**src/rtl/i2c_pkg.sv**
```systemverilog
// Shared types and constants for the I2C slave receive sequencer.
// Holds the state encoding, the ACK/NACK bit values and the address match helper.
package i2c_pkg;

    localparam int STATE_W = 3;

    typedef enum logic [STATE_W-1:0] {
        ST_IDLE      = 3'd0,
        ST_GAP       = 3'd1,
        ST_ADDR      = 3'd2,
        ST_ADDR_ACK  = 3'd3,
        ST_DATA      = 3'd4,
        ST_DATA_ACK  = 3'd5,
        ST_WAIT_STOP = 3'd6
    } state_t;

    localparam logic       ACK        = 1'b0;
    localparam logic       NACK       = 1'b1;
    localparam logic [6:0] GCALL_ADDR = 7'h00;

    // Write-only addressing: the R/W bit must be 0 for the slave to respond.
    function automatic logic addr_match(input logic [7:0] addr_byte,
                                        input logic [6:0] own,
                                        input logic       gcall_en);
        logic hit;
        hit = (addr_byte[7:1] == own) || (gcall_en && (addr_byte[7:1] == GCALL_ADDR));
        return hit && (addr_byte[0] == 1'b0);
    endfunction

endpackage

```
**src/rtl/i2c_rx_hold.sv**
```systemverilog
// One-entry valid/ready holding register for received bytes.
// The first-byte tag travels with its byte; a load wins over a same-cycle accept.
module i2c_rx_hold (
    input  logic       clk,
    input  logic       rst,
    input  logic       load,
    input  logic [7:0] load_data,
    input  logic       load_first,
    input  logic       rx_ready,
    output logic [7:0] rx_data,
    output logic       rx_valid,
    output logic       rx_first
);

    logic [7:0] data_r;
    logic       valid_r;
    logic       first_r;

    // Holding register: load a new byte, or drop valid once accepted.
    always_ff @(posedge clk) begin
        if (rst) begin
            data_r  <= 8'h00;
            valid_r <= 1'b0;
            first_r <= 1'b0;
        end else if (load) begin
            data_r  <= load_data;
            valid_r <= 1'b1;
            first_r <= load_first;
        end else if (valid_r && rx_ready) begin
            valid_r <= 1'b0;
        end else begin
            valid_r <= valid_r;
        end
    end

    assign rx_data  = data_r;
    assign rx_valid = valid_r;
    assign rx_first = first_r;

endmodule

```
**src/rtl/i2c_slave_rx_seq.sv**
```systemverilog
// Byte-level sequencer for the I2C slave receive path: address match, ACK/NACK
// generation and delivery of received bytes on a valid/ready stream.
module i2c_slave_rx_seq
    import i2c_pkg::*;
#(
    parameter bit GCALL_EN = 1'b0
) (
    input  logic       clk,
    input  logic       rst,
    input  logic       en,
    input  logic [6:0] own_addr,
    output logic       rd_en,
    output logic       is_byte,
    input  logic       rd_ld,
    input  logic       rd_data,
    input  logic       get_start,
    input  logic       get_stop,
    input  logic       bus_err,
    input  logic       rd_finish,
    output logic       wr_en,
    output logic       wr_bit,
    input  logic       wr_finish,
    output logic [7:0] rx_data,
    output logic       rx_valid,
    input  logic       rx_ready,
    output logic       rx_first,
    output logic       addressed,
    output logic       err,
    output logic       overrun
);

    state_t     state_r;
    state_t     nxt_r;
    logic [7:0] sh_r;
    logic       first_flag_r;
    logic       ack_r;
    logic       addressed_r;
    logic       err_r;
    logic       overrun_r;

    logic       rd_phase_s;
    logic       wr_phase_s;
    logic       free_s;
    logic       load_s;

    // Phase enables and ACK bit decoded from the current state.
    always_comb begin
        rd_phase_s = 1'b0;
        wr_phase_s = 1'b0;
        wr_bit     = ACK;
        case (state_r)
            ST_IDLE, ST_ADDR, ST_DATA, ST_WAIT_STOP: rd_phase_s = 1'b1;
            ST_ADDR_ACK:                             wr_phase_s = 1'b1;
            ST_DATA_ACK: begin
                wr_phase_s = 1'b1;
                wr_bit     = ack_r;
            end
            default: begin
                rd_phase_s = 1'b0;
                wr_phase_s = 1'b0;
            end
        endcase
    end

    // A byte is loaded only when rd_finish wins the event priority in DATA.
    always_comb begin
        free_s = !rx_valid || rx_ready;
        if (en && (state_r == ST_DATA) && rd_finish && !bus_err && !get_start && !get_stop) begin
            load_s = free_s;
        end else begin
            load_s = 1'b0;
        end
    end

    // Sequencer FSM, shift register and status pulses.
    always_ff @(posedge clk) begin
        if (rst) begin
            state_r      <= ST_IDLE;
            nxt_r        <= ST_IDLE;
            sh_r         <= 8'h00;
            first_flag_r <= 1'b0;
            ack_r        <= ACK;
            addressed_r  <= 1'b0;
            err_r        <= 1'b0;
            overrun_r    <= 1'b0;
        end else begin
            err_r     <= 1'b0;
            overrun_r <= 1'b0;
            if (!en) begin
                state_r     <= ST_IDLE;
                addressed_r <= 1'b0;
            end else begin
                if (((state_r == ST_ADDR) || (state_r == ST_DATA)) && rd_ld) begin
                    sh_r <= {sh_r[6:0], rd_data};
                end
                case (state_r)
                    ST_IDLE: begin
                        if (get_start) begin
                            state_r <= ST_GAP;
                            nxt_r   <= ST_ADDR;
                        end else if (rd_finish) begin
                            state_r <= ST_GAP;
                            nxt_r   <= ST_IDLE;
                        end
                    end
                    ST_GAP: state_r <= nxt_r;
                    ST_ADDR, ST_DATA: begin
                        if (bus_err) begin
                            err_r       <= 1'b1;
                            state_r     <= ST_IDLE;
                            addressed_r <= 1'b0;
                        end else if (get_start) begin
                            state_r     <= ST_GAP;
                            nxt_r       <= ST_ADDR;
                            addressed_r <= 1'b0;
                        end else if (get_stop) begin
                            state_r     <= ST_IDLE;
                            addressed_r <= 1'b0;
                        end else if (rd_finish) begin
                            state_r <= ST_GAP;
                            if (state_r == ST_ADDR) begin
                                nxt_r <= addr_match(sh_r, own_addr, GCALL_EN) ? ST_ADDR_ACK : ST_WAIT_STOP;
                            end else begin
                                nxt_r <= ST_DATA_ACK;
                                if (free_s) begin
                                    first_flag_r <= 1'b0;
                                    ack_r        <= ACK;
                                end else begin
                                    overrun_r <= 1'b1;
                                    ack_r     <= NACK;
                                end
                            end
                        end
                    end
                    ST_ADDR_ACK: begin
                        if (wr_finish) begin
                            addressed_r  <= 1'b1;
                            first_flag_r <= 1'b1;
                            state_r      <= ST_GAP;
                            nxt_r        <= ST_DATA;
                        end
                    end
                    ST_DATA_ACK: begin
                        if (wr_finish) begin
                            state_r <= ST_GAP;
                            nxt_r   <= (ack_r == ACK) ? ST_DATA : ST_WAIT_STOP;
                        end
                    end
                    ST_WAIT_STOP: begin
                        // A NACKed frame is left alone until the bus frees up.
                        if (get_start) begin
                            state_r     <= ST_GAP;
                            nxt_r       <= ST_ADDR;
                            addressed_r <= 1'b0;
                        end else if (get_stop) begin
                            state_r     <= ST_IDLE;
                            addressed_r <= 1'b0;
                        end else if (rd_finish) begin
                            state_r <= ST_GAP;
                            nxt_r   <= ST_WAIT_STOP;
                        end
                    end
                    default: begin
                        state_r <= ST_IDLE;
                        nxt_r   <= ST_IDLE;
                    end
                endcase
            end
        end
    end

    i2c_rx_hold u_hold (
        .clk        (clk),
        .rst        (rst),
        .load       (load_s),
        .load_data  (sh_r),
        .load_first (first_flag_r),
        .rx_ready   (rx_ready),
        .rx_data    (rx_data),
        .rx_valid   (rx_valid),
        .rx_first   (rx_first)
    );

    assign rd_en     = en && rd_phase_s;
    assign wr_en     = en && wr_phase_s;
    assign is_byte   = 1'b1;
    assign addressed = addressed_r;
    assign err       = err_r;
    assign overrun   = overrun_r;

endmodule

```
**config.mk**
```make
export PLATFORM = sky130hd
export DESIGN_NAME = i2c_slave_rx_seq
export DESIGN_NICKNAME = d
export VERILOG_FILES = /design/src/rtl/i2c_pkg.sv /design/src/rtl/i2c_rx_hold.sv /design/src/rtl/i2c_slave_rx_seq.sv
export SDC_FILE = /design/constraint.sdc
export NUM_CORES = 1
export LEC_CHECK = 0
export CAP_MARGIN = 10
export CELL_PAD_IN_SITES_DETAIL_PLACEMENT = 1
export CELL_PAD_IN_SITES_GLOBAL_PLACEMENT = 2
export CORE_MARGIN = 3
export CORE_UTILIZATION = 31
export DETAILED_ROUTE_END_ITERATION = 12
export HOLD_SLACK_MARGIN = 0.15
export PLACE_DENSITY_LB_ADDON = 0.1
export SYNTH_ARGS = -nofsm -noshare
export SYNTH_HDL_FRONTEND = slang
export SYNTH_SLANG_ARGS = --single-unit
```
**constraint.sdc**
```tcl
create_clock -name clk -period 3.8 [get_ports clk]
set_input_delay 0.76 -clock clk [delete_from_list [all_inputs] [get_ports clk]]
set_output_delay 0.76 -clock clk [all_outputs]
set_load 0.02 [all_outputs]
```
* After elaboration in Yosys (flattened, before gate mapping)
Index checks and enable logic that the tools add are counted.
Storage, ports and cells: output and inout port bits 17, logic and storage cells 114, input bits 18, register bits after elaboration 29
Cells by class: mux-type cells 42, bitwise operators 9, eq/ne operators 21, reduce and logical (&&, ||, !) cells 31
Operator list (number):
- $mux 3 | 19
- $mux 1 | 18
- $pmux 3 s6 | 1
- $ne 2x2->1 const B | 8
- $ne 3x3->1 const B | 5
- $pmux 3 s5 | 1
- $logic_and 1x1->1 | 10
- $reduce_and 10->1 | 1
- $eq 3x3->1 const B | 3
- $not 1->1 | 9
- $reduce_and 9->1 | 1
- $reduce_or 8->1 | 1
- $eq 7x7->1 | 1
- $reduce_and 7->1 | 1
- $eq 3x2->1 const B | 2
- $reduce_or 2->1 | 3
- $logic_not 1->1 | 4
- $reduce_and 2->1 | 2
- $reduce_bool 2->1 | 2
- $reduce_or 4->1 | 1
- $eq 3x1->1 const B | 1
- $logic_not 3->1 | 1
- $pmux 1 s3 | 1
- $reduce_bool 3->1 | 1
- 5 further kinds | 6

* Depth between registers and ports, before layout
Gate-level depths: netlist (run 1).
word-level depth 9, depth in mapped cells 7, gate-level depth less buffers 4

* Cells and area by module
From an unflattened synthesis (run 1), not the netlist that was laid out.
Unflattened totals: cell total of the unflattened synthesis 154, area total of the unflattened synthesis 1402.6 um^2
Modules (own cells, without submodules):
- i2c_slave_rx_seq | instances 1, area an instance 1047.3 um^2, cells an instance 121
- i2c_rx_hold | instances 1, area an instance 355.3 um^2, cells an instance 33

* Worst setup path before layout (run 1)
OpenSTA, ideal clock, no wires.
path type input -> output, from in en, to out rd_en, buffers on the path 1, setup slack 1.864 ns, data required time 3.040 ns, arrival 1.176 ns, stages 2, cells stage by stage nor2b_1 > clkbuf_1
Between the ends: cells in the longest elaborated chain, start to end 1
RTL lines:
- start: declaration | RTL line i2c_slave_rx_seq.sv:10 | input logic en,
- $logic_and 1x1->1 | RTL line i2c_slave_rx_seq.sv:184 | assign rd_en = en && rd_phase_s;
- end: declaration | RTL line i2c_slave_rx_seq.sv:12 | output logic rd_en,
Every way passes these cells.

* Final worst setup path (run 1)
Ends and elaborated chain as after synthesis.

==> metrics.md, run 1 <==
| Metric | Value |
|---|---|
| Critical path's largest stage delay | `0.68 ns` |
| GP Congestion | `0.836` |
| R2R Setup Slk | `1.98 ns` |
| Hold Fails Final Rpt | `0` |
| CTS Hold Bufs | `0` |
| CP max FO | `5` |
| Post-CTS Setup Inserts | `0` |
| Worst Min Path Start | `ack_r$_SDFFE_PP0P_` |
| Post-Syn Area per Cell | `9.05 um2` |
| CTS max path bufs | `2` |
| Critical path class | `in -> out` |
| Initial DRC count | `87` |
| Setup TNS | `0 ns` |
| Initial antenna violation count | `0` |
| Die area | `5340 um2` |
| Max-slew violations | `0` |
| CTS tree | `yes` |
| Clk root buf | `clkbuf_8` |
| DR pass1 iterations | `4` |
| Site Rows | `23` |
| Final Setup Violations | `0` |
| Hold Path Class | `reg -> reg` |
| Largest net degree at the start of global routing | `27` |
| Routed Wire Length | `3820 um` |
| Initial core utilization | `33.4%` |
| CP endpoint kind | `output pin` |
| Slowest stage cell, crit path | `clkdlybuf4s50_1` |
| Delay-heaviest family, CP | `buffers and inverters` |
| FF-to-FF Start | `state_r[2]$_SDFFE_PP0P_` |
| R2R cell count | `4` |
| Detail Placement HPWL | `2750 um` |
| Worst vdd ir | `0.187 mV` |
| Synth cell types | `39` |
| Post-synthesis cell count | `154` |
| Crit share post-route | `81.6%` |
| CP cell instances | `clkdlybuf4s50_1 > nor2b_1 > clkdlybuf4s50_1` |
| Peak Freq | `0.322 GHz` |
| Die Span Y | `73.1 um` |
| Worst Path Required | `3.04 ns` |
| Global route overflow | `0` |
| Worst-path clk slew | `0.06 ns` |
| Worst-Margin Slew | `0.924 ns` |
| Later-pin clock latency in the skew report | `0.27 ns` |
| Seq/Total Area, Yosys | `41.7%` |
| Final Instance Area | `1820 um2` |
| Ys async rst share | `0%` |
| Layout area overhead | `30.8%` |
| Leakage power | `0.803 nW` |
| Max_cap viols | `0` |
| Final hold slack | `0.475 ns` |
| Ys Warns | `0` |
| Worst R2R End | `sh_r[3]$_SDFFE_PP0P_` |
| Mapped Nets | `172` |
| Stages on the worst setup path | `3` |
| Unrepaired setup endpoints after global routing | `false` |
| Via density | `5.28` |
| Clk sinks | `29` |
| Post-CTS resize count | `0` |
| Port-buffer cells | `33` |
| CTS H-tree lvls | `2` |
| Post-layout net count | `203` |
| Die X | `73.1 um` |
| CP dominant cell by count | `clkdlybuf4s50_1` |
| Seq cells post-synth | `29` |
| DRT antenna net count | `0` |
| Top Ports | `35` |
| Status | `complete, no violations` |
| Setup crit start kind | `input port` |
| Ant diodes | `0` |
| Pwr Density | `334 nW/um2` |
| Layout cell share with drive strength beyond 1 | `8.06%` |
| Prevailing post-synth register cell | `dfxtp_1` |
| Total track usage | `15.2%` |
| Commonest cells after routing, fill and taps aside | `33 x clkdlybuf4s50_1, 29 x dfxtp_1, 24 x nor2_1, 17 x mux2i_1` |
| Area post-placement | `1740 um2` |
| Critical path origin | `en` |
| Number of flops mapped to enable cells by yosys | `0` |
| Core box area | `4170 um2` |
| Routed len/inst | `16.2 um` |
| Via Count | `1245` |
| Critical Path End | `rd_en` |
| Detailed-route DRC error count | `0` |
| Mapped Area | `1390 um2` |
| CP Buf/Inv Count | `2` |
| Commonest non-fill, non-tap cell in the layout | `clkdlybuf4s50_1` |
| Clk_skew | `0.00430 ns` |
| Vias in the first global route | `1241` |
| Critical path arrival | `2.34 ns` |
| Rel. slew slack | `38.2%` |
| Global-route wire length before repair | `6220 um` |
| TritonCTS Buffers | `5` |
| Min cycle time layout | `3.10 ns` |
## cell usage after synthesis (3+ instances only)
master,count,area [um2]
nor2_1,24,90.1
buf_4,3,22.5
dfxtp_1,29,581
nand3_1,5,25.0
xor2_1,8,70.1
and3_1,3,18.8
nand2_1,7,26.3
nand2b_1,3,18.8
inv_1,3,11.3
clkbuf_1,6,22.5
a21oi_1,8,40.0
nor2b_1,3,18.8
o21ai_0,3,15.0
nor4_1,3,18.8
mux2i_1,17,170
## how the worst min path moves through the flow
| stage | to | slack (ns) | depth (start not counted) |
|---|---|---|---|
| after floorplan | ack_r$_SDFFE_PP0P_ | 0.43 | 2 |
| after global placement | ack_r$_SDFFE_PP0P_ | 0.45 | 2 |
| after detailed placement | ack_r$_SDFFE_PP0P_ | 0.47 | 2 |
| after CTS | ack_r$_SDFFE_PP0P_ | 0.48 | 2 |
| after global routing | ack_r$_SDFFE_PP0P_ | 0.51 | 2 |
| final | ack_r$_SDFFE_PP0P_ | 0.48 | 2 |
## state kept, by name, summed over array words and instances (netlist names)
name / flops
u_hold.rx_valid: 1
ack_r: 1
overrun: 1
u_hold.rx_data: 8
u_hold.rx_first: 1
first_flag_r: 1
sh_r: 8
err: 1
state_r: 3
nxt_r: 3
addressed: 1
## metal layers
metal / vias to the layer above / track usage [%] / part of all wire (%)
met4: 0 / 4.92 / 0.58
met1: 609 / 21.9 / 51
met3: 2 / 3.99 / 4.1
li1: 601 / - / -
met5: - / 0 / 0
met2: 33 / 21.8 / 44
## cells by family after synthesis
family / Yosys count / synth area share, %
multiplexers: 17 / 12.2
XOR/XNOR: 8 / 5.03
flip-flops: 29 / 41.7
buffers and inverters: 14 / 5.21
AO/OA/AOI/OAI: 27 / 13.8
AND/OR/NAND/NOR: 58 / 21.8
other: 1 / 0.269
## power by group
part           leakage, nW  switching [W]   total, W  internal [W]
logic                0.524      0.0000263  0.0000536     0.0000273
registers            0.234     0.00000401   0.000310      0.000306
clock network       0.0450       0.000119   0.000246      0.000127
total                0.803       0.000149   0.000609      0.000460
## layout make-up
class	count	area, um2
flip-flops and latches	29	581
well taps	50	62.6
multi-input cells	111	741
clock buffers	6	72.6
fillers	487	2350
clock inverters	2	10.0
inverters	3	11.3
repair buffers	35	345
## worst reg2reg max path, cell delays in order (launching register included)
cell     delay [ns]
dfxtp_1        0.69
xor2_1         0.36
nand3_2        0.34
mux2i_1        0.24
nor2_1         0.05
## per-stage QoR
step	util, %	worst slack [ns]	total power [W]	cells
detailed placement	41.7	0.727	0.000370	228
global placement	41.7	0.732	0.000369	228
floorplan	-	1.86	0.000341	154
finish	43.7	0.698	0.000609	236
CTS	43.7	0.703	0.000619	236
global route	43.7	0.639	0.000637	236
Power figures use the tool's default switching activity.
==> inputs of run 2 (changes only) <==
Settings changed: CORE_UTILIZATION 31 to 28.
Clock period 3.8 ns to 2.95 ns, I/O delays scaled along.
==> run 2 against run 1 <==
Effect of this change: routed wire length is 1.6% higher; critical path type is now reg -> out; critical endpoint is now wr_en; sequential power up 28%; clock-buffer cell count increased by 1.
==> metrics.md, run 2 (same netlist as run 1, synthesis figures left out) <==
| Metric | Value |
|---|---|
| Stages on the worst setup path | `4` |
| CP max FO | `13` |
| Layout area overhead | `35.3%` |
| CTS tree | `yes` |
| Clk sinks | `29` |
| Routed Wire Length | `3880 um` |
| Setup crit start kind | `flip-flop` |
| Min cycle time layout | `2.60 ns` |
| Detail Placement HPWL | `2950 um` |
| CP cell instances | `xor2_1 > buf_4 > and3_1 > clkdlybuf4s50_1` |
| CTS Hold Bufs | `0` |
| WHS Endpoint | `ack_r$_SDFFE_PP0P_` |
| Slowest stage cell, crit path | `dfxtp_1` |
| CP Buf/Inv Count | `2` |
| Top Ports | `35` |
| Initial DRC count | `66` |
| R2R Setup Slk | `1.27 ns` |
| Delay-heaviest family, CP | `buffers and inverters` |
| Clk_skew | `0.00302 ns` |
| Total track usage | `14.1%` |
| R2R cell count | `4` |
| Critical path arrival | `2.01 ns` |
| Hold Path Stages | `2` |
| Max-slew violations | `0` |
| Initial antenna violation count | `0` |
| Metal3 WL | `154 um` |
| Pwr Density | `426 nW/um2` |
| Via density | `4.93` |
| Worst R2R End | `nxt_r[2]$_SDFFE_PP0P_` |
| Detailed-route DRC error count | `0` |
| Final Setup Violations | `0` |
| Hold Fails Final Rpt | `0` |
| Post-Layout Cell Count | `257` |
| TritonCTS Buffers | `5` |
| CP endpoint kind | `output pin` |
| Worst Path Required | `2.36 ns` |
| Post-CTS resize count | `0` |
| DRT met1 WL | `1670 um` |
| Ant diodes | `0` |
| Site Rows | `25` |
| FF-to-FF Start | `state_r[1]$_SDFFE_PP0P_` |
| DRT antenna net count | `0` |
| Max_cap viols | `0` |
| Later-pin clock latency in the skew report | `0.28 ns` |
| Setup TNS | `0 ns` |
| Critical path's largest stage delay | `0.62 ns` |
| Top layer in use | `met4` |
| Die X | `76.6 um` |
| Core box area | `4750 um2` |
| DR pass1 iterations | `4` |
| Worst vdd ir | `0.212 mV` |
| Clk root buf | `clkbuf_8` |
| CTS max path bufs | `2` |
| Global-route wire length before repair | `6600 um` |
| Hold Path Class | `reg -> reg` |
| Die Span Y | `76.6 um` |
| Critical path class | `reg -> out` |
| Post-CTS Setup Inserts | `0` |
| Rel. slew slack | `67.0%` |
| Port-buffer cells | `33` |
| Leakage power | `0.828 nW` |
| Die area | `5860 um2` |
| GP Congestion | `0.776` |
| Layout cell share with drive strength beyond 1 | `10.0%` |
| Global route overflow | `0` |
| Worst-path clk slew | `0.06 ns` |
| Commonest cells after routing, fill and taps aside | `33 x clkdlybuf4s50_1, 29 x dfxtp_1, 24 x nor2_1, 17 x mux2i_1` |
| Vias in the first global route | `1374` |
| Post-layout net count | `208` |
| CTS H-tree lvls | `2` |
| Initial core utilization | `29.3%` |
| Worst-Margin Slew | `0.490 ns` |
| Routed len/inst | `15.1 um` |
| Crit share post-route | `88.0%` |
| Worst Min Path Start | `ack_r$_SDFFE_PP0P_` |
| Peak Freq | `0.385 GHz` |
| Cells after DPL | `250` |
| Status | `complete, no violations` |
| Unrepaired setup endpoints after global routing | `false` |
| Largest net degree at the start of global routing | `16` |
| Wire length on met2 | `1990 um` |
| Via Count | `1268` |
| Commonest non-fill, non-tap cell in the layout | `clkdlybuf4s50_1` |
==> run 2: changes by cell type in the layout (fill, tap and decap cells not counted), sizes merged <==
cell	previous run	this run
clkbuf	6	7
buf	2	7
clkinv	2	0
==> run 2: layout make-up <==
type / count / area, um2
clock buffers: 7 / 86.3
multi-input cells: 111 / 741
inverters: 3 / 11.3
repair buffers: 40 / 383
well taps: 67 / 83.8
fillers: 578 / 2870
flip-flops and latches: 29 / 581
==> run 2: worst reg2reg max path, stage by stage, from the launching register on <==
cell,delay [ns]
dfxtp_1,0.62
nor2_1,0.20
o221ai_1,0.36
a311oi_1,0.16
a31o_2,0.23
==> run 2: worst max path at each step <==
stage | start | to | slack (ns)
after floorplan | get_start | first_flag_r$_SDFFE_PP0P_ | 1.26
after global placement | en | rd_en | 0.41
after detailed placement | en | rd_en | 0.40
after CTS | state_r[1]$_SDFFE_PP0P_ | wr_en | 0.32
after global routing | state_r[1]$_SDFFE_PP0P_ | wr_en | 0.24
final | state_r[1]$_SDFFE_PP0P_ | wr_en | 0.35
==> run 2: per-layer routing <==
metal,GRT usage (%),vias up
met3,4.02,7
met1,16.1,621
met2,25.1,25
li1,-,615
met4,4.89,0
met5,0,-
==> run 2: power breakdown <==
group	total (W)	internal [W]	switching [W]	leakage, nW
logic	0.0000752	0.0000383	0.0000369	0.550
clock network	0.000331	0.000185	0.000147	0.0443
registers	0.000396	0.000394	0.00000218	0.234
==> run 2: stage by stage <==
step	instance area [um2]	util, %	total power, W	hold WS [ns]	worst slack (ns)
after floorplan	1390	-	0.000440	0.432	1.26
after global placement	1800	37.8	0.000480	0.441	0.413
after detailed placement	1800	37.8	0.000480	0.473	0.404
after CTS	1890	39.7	0.000819	0.483	0.324
after global routing	1890	39.7	0.000842	0.504	0.237
final	1890	39.7	0.000803	0.484	0.355
==> inputs of run 3 (changes only) <==
Settings changed: CORE_UTILIZATION 28 to 26, RECOVER_POWER set to 100.
Clock period 2.95 ns to 2.25 ns, I/O delays scaled along.
==> run 3 against run 2 <==
Effect of this change: via count about the same; cell count rose by 3.9%; sequential power rose by 31%; combinational power increased by 34%; hold slack better by 0.0046 ns; design area rose by 3.1%; critical endpoint unchanged; largest power group is now clock.
==> metrics.md, run 3 (same netlist as run 1, synthesis figures left out) <==
| Metric | Value |
|---|---|
| Die area | `6280 um2` |
| Layout area overhead | `39.5%` |
| Initial DRC count | `51` |
| Port-buffer cells | `33` |
| Max_cap viols | `0` |
| Stages on the worst setup path | `3` |
| CP Buf/Inv Count | `2` |
| Core box area | `5140 um2` |
| Critical Path End | `wr_en` |
| Via Count | `1267` |
| Ant diodes | `0` |
| CP endpoint kind | `output pin` |
| CP cell instances | `clkdlybuf4s50_1 > and3_1 > clkdlybuf4s50_1` |
| Metal3 WL | `144 um` |
| Hold Path Class | `reg -> reg` |
| Slowest stage cell, crit path | `clkdlybuf4s50_1` |
| Detail Placement HPWL | `3010 um` |
| Post-CTS Setup Inserts | `0` |
| Critical path arrival | `1.75 ns` |
| Initial core utilization | `27.1%` |
| Area of the multi-input gates | `732 um2` |
| Pwr Density | `606 nW/um2` |
| Cells after DPL | `259` |
| CTS H-tree lvls | `2` |
| Worst Path Required | `1.80 ns` |
| FILL cells | `631` |
| Commonest cells after routing, fill and taps aside | `29 x dfxtp_1, 24 x nor2_1, 17 x mux2i_1, 16 x clkdlybuf4s50_1, 16 x dlygate4sd3_1` |
| Routed len/inst | `14.6 um` |
| Commonest non-fill, non-tap cell in the layout | `dfxtp_1` |
| Critical path's largest stage delay | `0.60 ns` |
| Setup crit start kind | `input port` |
| Layout cell share with drive strength beyond 1 | `11.7%` |
| Global route overflow | `0` |
| FF-to-FF Start | `state_r[0]$_SDFFE_PP0P_` |
| Top layer in use | `met4` |
| CP dominant cell by count | `clkdlybuf4s50_1` |
| Setup TNS | `0 ns` |
| Worst-Margin Slew | `0.674 ns` |
| R2R cell count | `5` |
| Via density | `4.75` |
| Largest net degree at the start of global routing | `16` |
| Hold Fails Final Rpt | `0` |
| Final hold slack | `0.488 ns` |
| Min cycle time layout | `2.20 ns` |
| TritonCTS Buffers | `5` |
| DRT met1 WL | `1700 um` |
| Critical path origin | `en` |
| Worst R2R End | `state_r[2]$_SDFFE_PP0P_` |
| Total track usage | `13.6%` |
| DRT antenna net count | `0` |
| Clk sinks | `29` |
| CTS max path bufs | `2` |
| Leakage power | `0.913 nW` |
| Final Instance Area | `1940 um2` |
| Post-layout net count | `214` |
| Top Ports | `35` |
| Clk_skew | `0.00639 ns` |
| Initial antenna violation count | `0` |
| Detailed-route DRC error count | `0` |
| Later-pin clock latency in the skew report | `0.28 ns` |
| Post-Layout Cell Count | `267` |
| Wire length on met2 | `2020 um` |
| Area post-placement | `1850 um2` |
| Critical path class | `in -> out` |
| Site Rows | `26` |
| Worst-path clk slew | `0.06 ns` |
| Global-route wire length before repair | `6650 um` |
| Storage element area | `581 um2` |
| Clk root buf | `clkbuf_8` |
| Delay-heaviest family, CP | `buffers and inverters` |
| CTS tree | `yes` |
| CP max FO | `3` |
| DR pass1 iterations | `4` |
| Rel. slew slack | `53.9%` |
| Max-slew violations | `0` |
| Vias in the first global route | `1332` |
| GP Congestion | `0.729` |
| Crit share post-route | `97.8%` |
| Final core occ | `37.8%` |
| Worst vdd ir | `0.329 mV` |
| Routed Wire Length | `3900 um` |
| Die X | `79.2 um` |
| Die Span Y | `79.2 um` |
| R2R Setup Slk | `0.49 ns` |
| Peak Freq | `0.454 GHz` |
| Status | `complete, no violations` |
| Final Setup Violations | `0` |
[run 3: repair_timing]
action	in CTS	in global routing
endpoints found under the setup margin	1	1
gates cloned	0	0
hold buffers	0	0
gates resized for setup	1	1
[run 3: how the worst min path moves through the flow]
stage,from,endpoint,slack (ns),cells past startpoint
4_1_cts,ack_r$_SDFFE_PP0P_,ack_r$_SDFFE_PP0P_,0.50,2
3_5_place_dp,nxt_r[0]$_SDFFE_PP0P_,nxt_r[0]$_SDFFE_PP0P_,0.49,2
6_report,u_hold.rx_data[4]$_SDFFE_PP0P_,u_hold.rx_data[4]$_SDFFE_PP0P_,0.49,2
2_1_floorplan,ack_r$_SDFFE_PP0P_,ack_r$_SDFFE_PP0P_,0.43,2
5_1_grt,ack_r$_SDFFE_PP0P_,ack_r$_SDFFE_PP0P_,0.52,2
3_3_place_gp,ack_r$_SDFFE_PP0P_,ack_r$_SDFFE_PP0P_,0.44,2
[run 3: power by group]
part / switching, W / internal [W]
combinational: 0.0000489 / 0.0000518
clock: 0.000197 / 0.000361
sequential: 0.00000226 / 0.000516
total: 0.000249 / 0.000929
[run 3: per-stage QoR]
stage	setup WS (ns)	power, W
2_1_floorplan	0.700	0.000576
3_3_place_gp	-0.00399	0.000636
3_5_place_dp	-0.0193	0.000637
4_1_cts	0.0183	0.00120
5_1_grt	-0.0142	0.00123
6_report	0.0495	0.00118
[run 3: tightest hold or removal path, delay by kind of cell, from the launching register on]
family           cells  cell delay (ns)
flip-flops           1             0.32
AND/OR/NAND/NOR      1             0.07
multiplexers         1             0.06
[run 3: routing by layer]
metal,vias to the layer above,GRT usage (%)
li1,629,-
met1,604,15.9
met2,28,24.0
met3,6,3.74
met4,0,4.30
met5,-,0
[run 3: area by class of cell]
type | instances | share of cell area, %
Multi-Input combinational cell | 111 | 37.6
Clock buffer | 7 | 4.44
Clock inverter | 1 | 1.54
Sequential cell | 29 | 29.9
Timing Repair Buffer | 46 | 21.4
Tap cell | 70 | 4.50
Inverter | 3 | 0.579
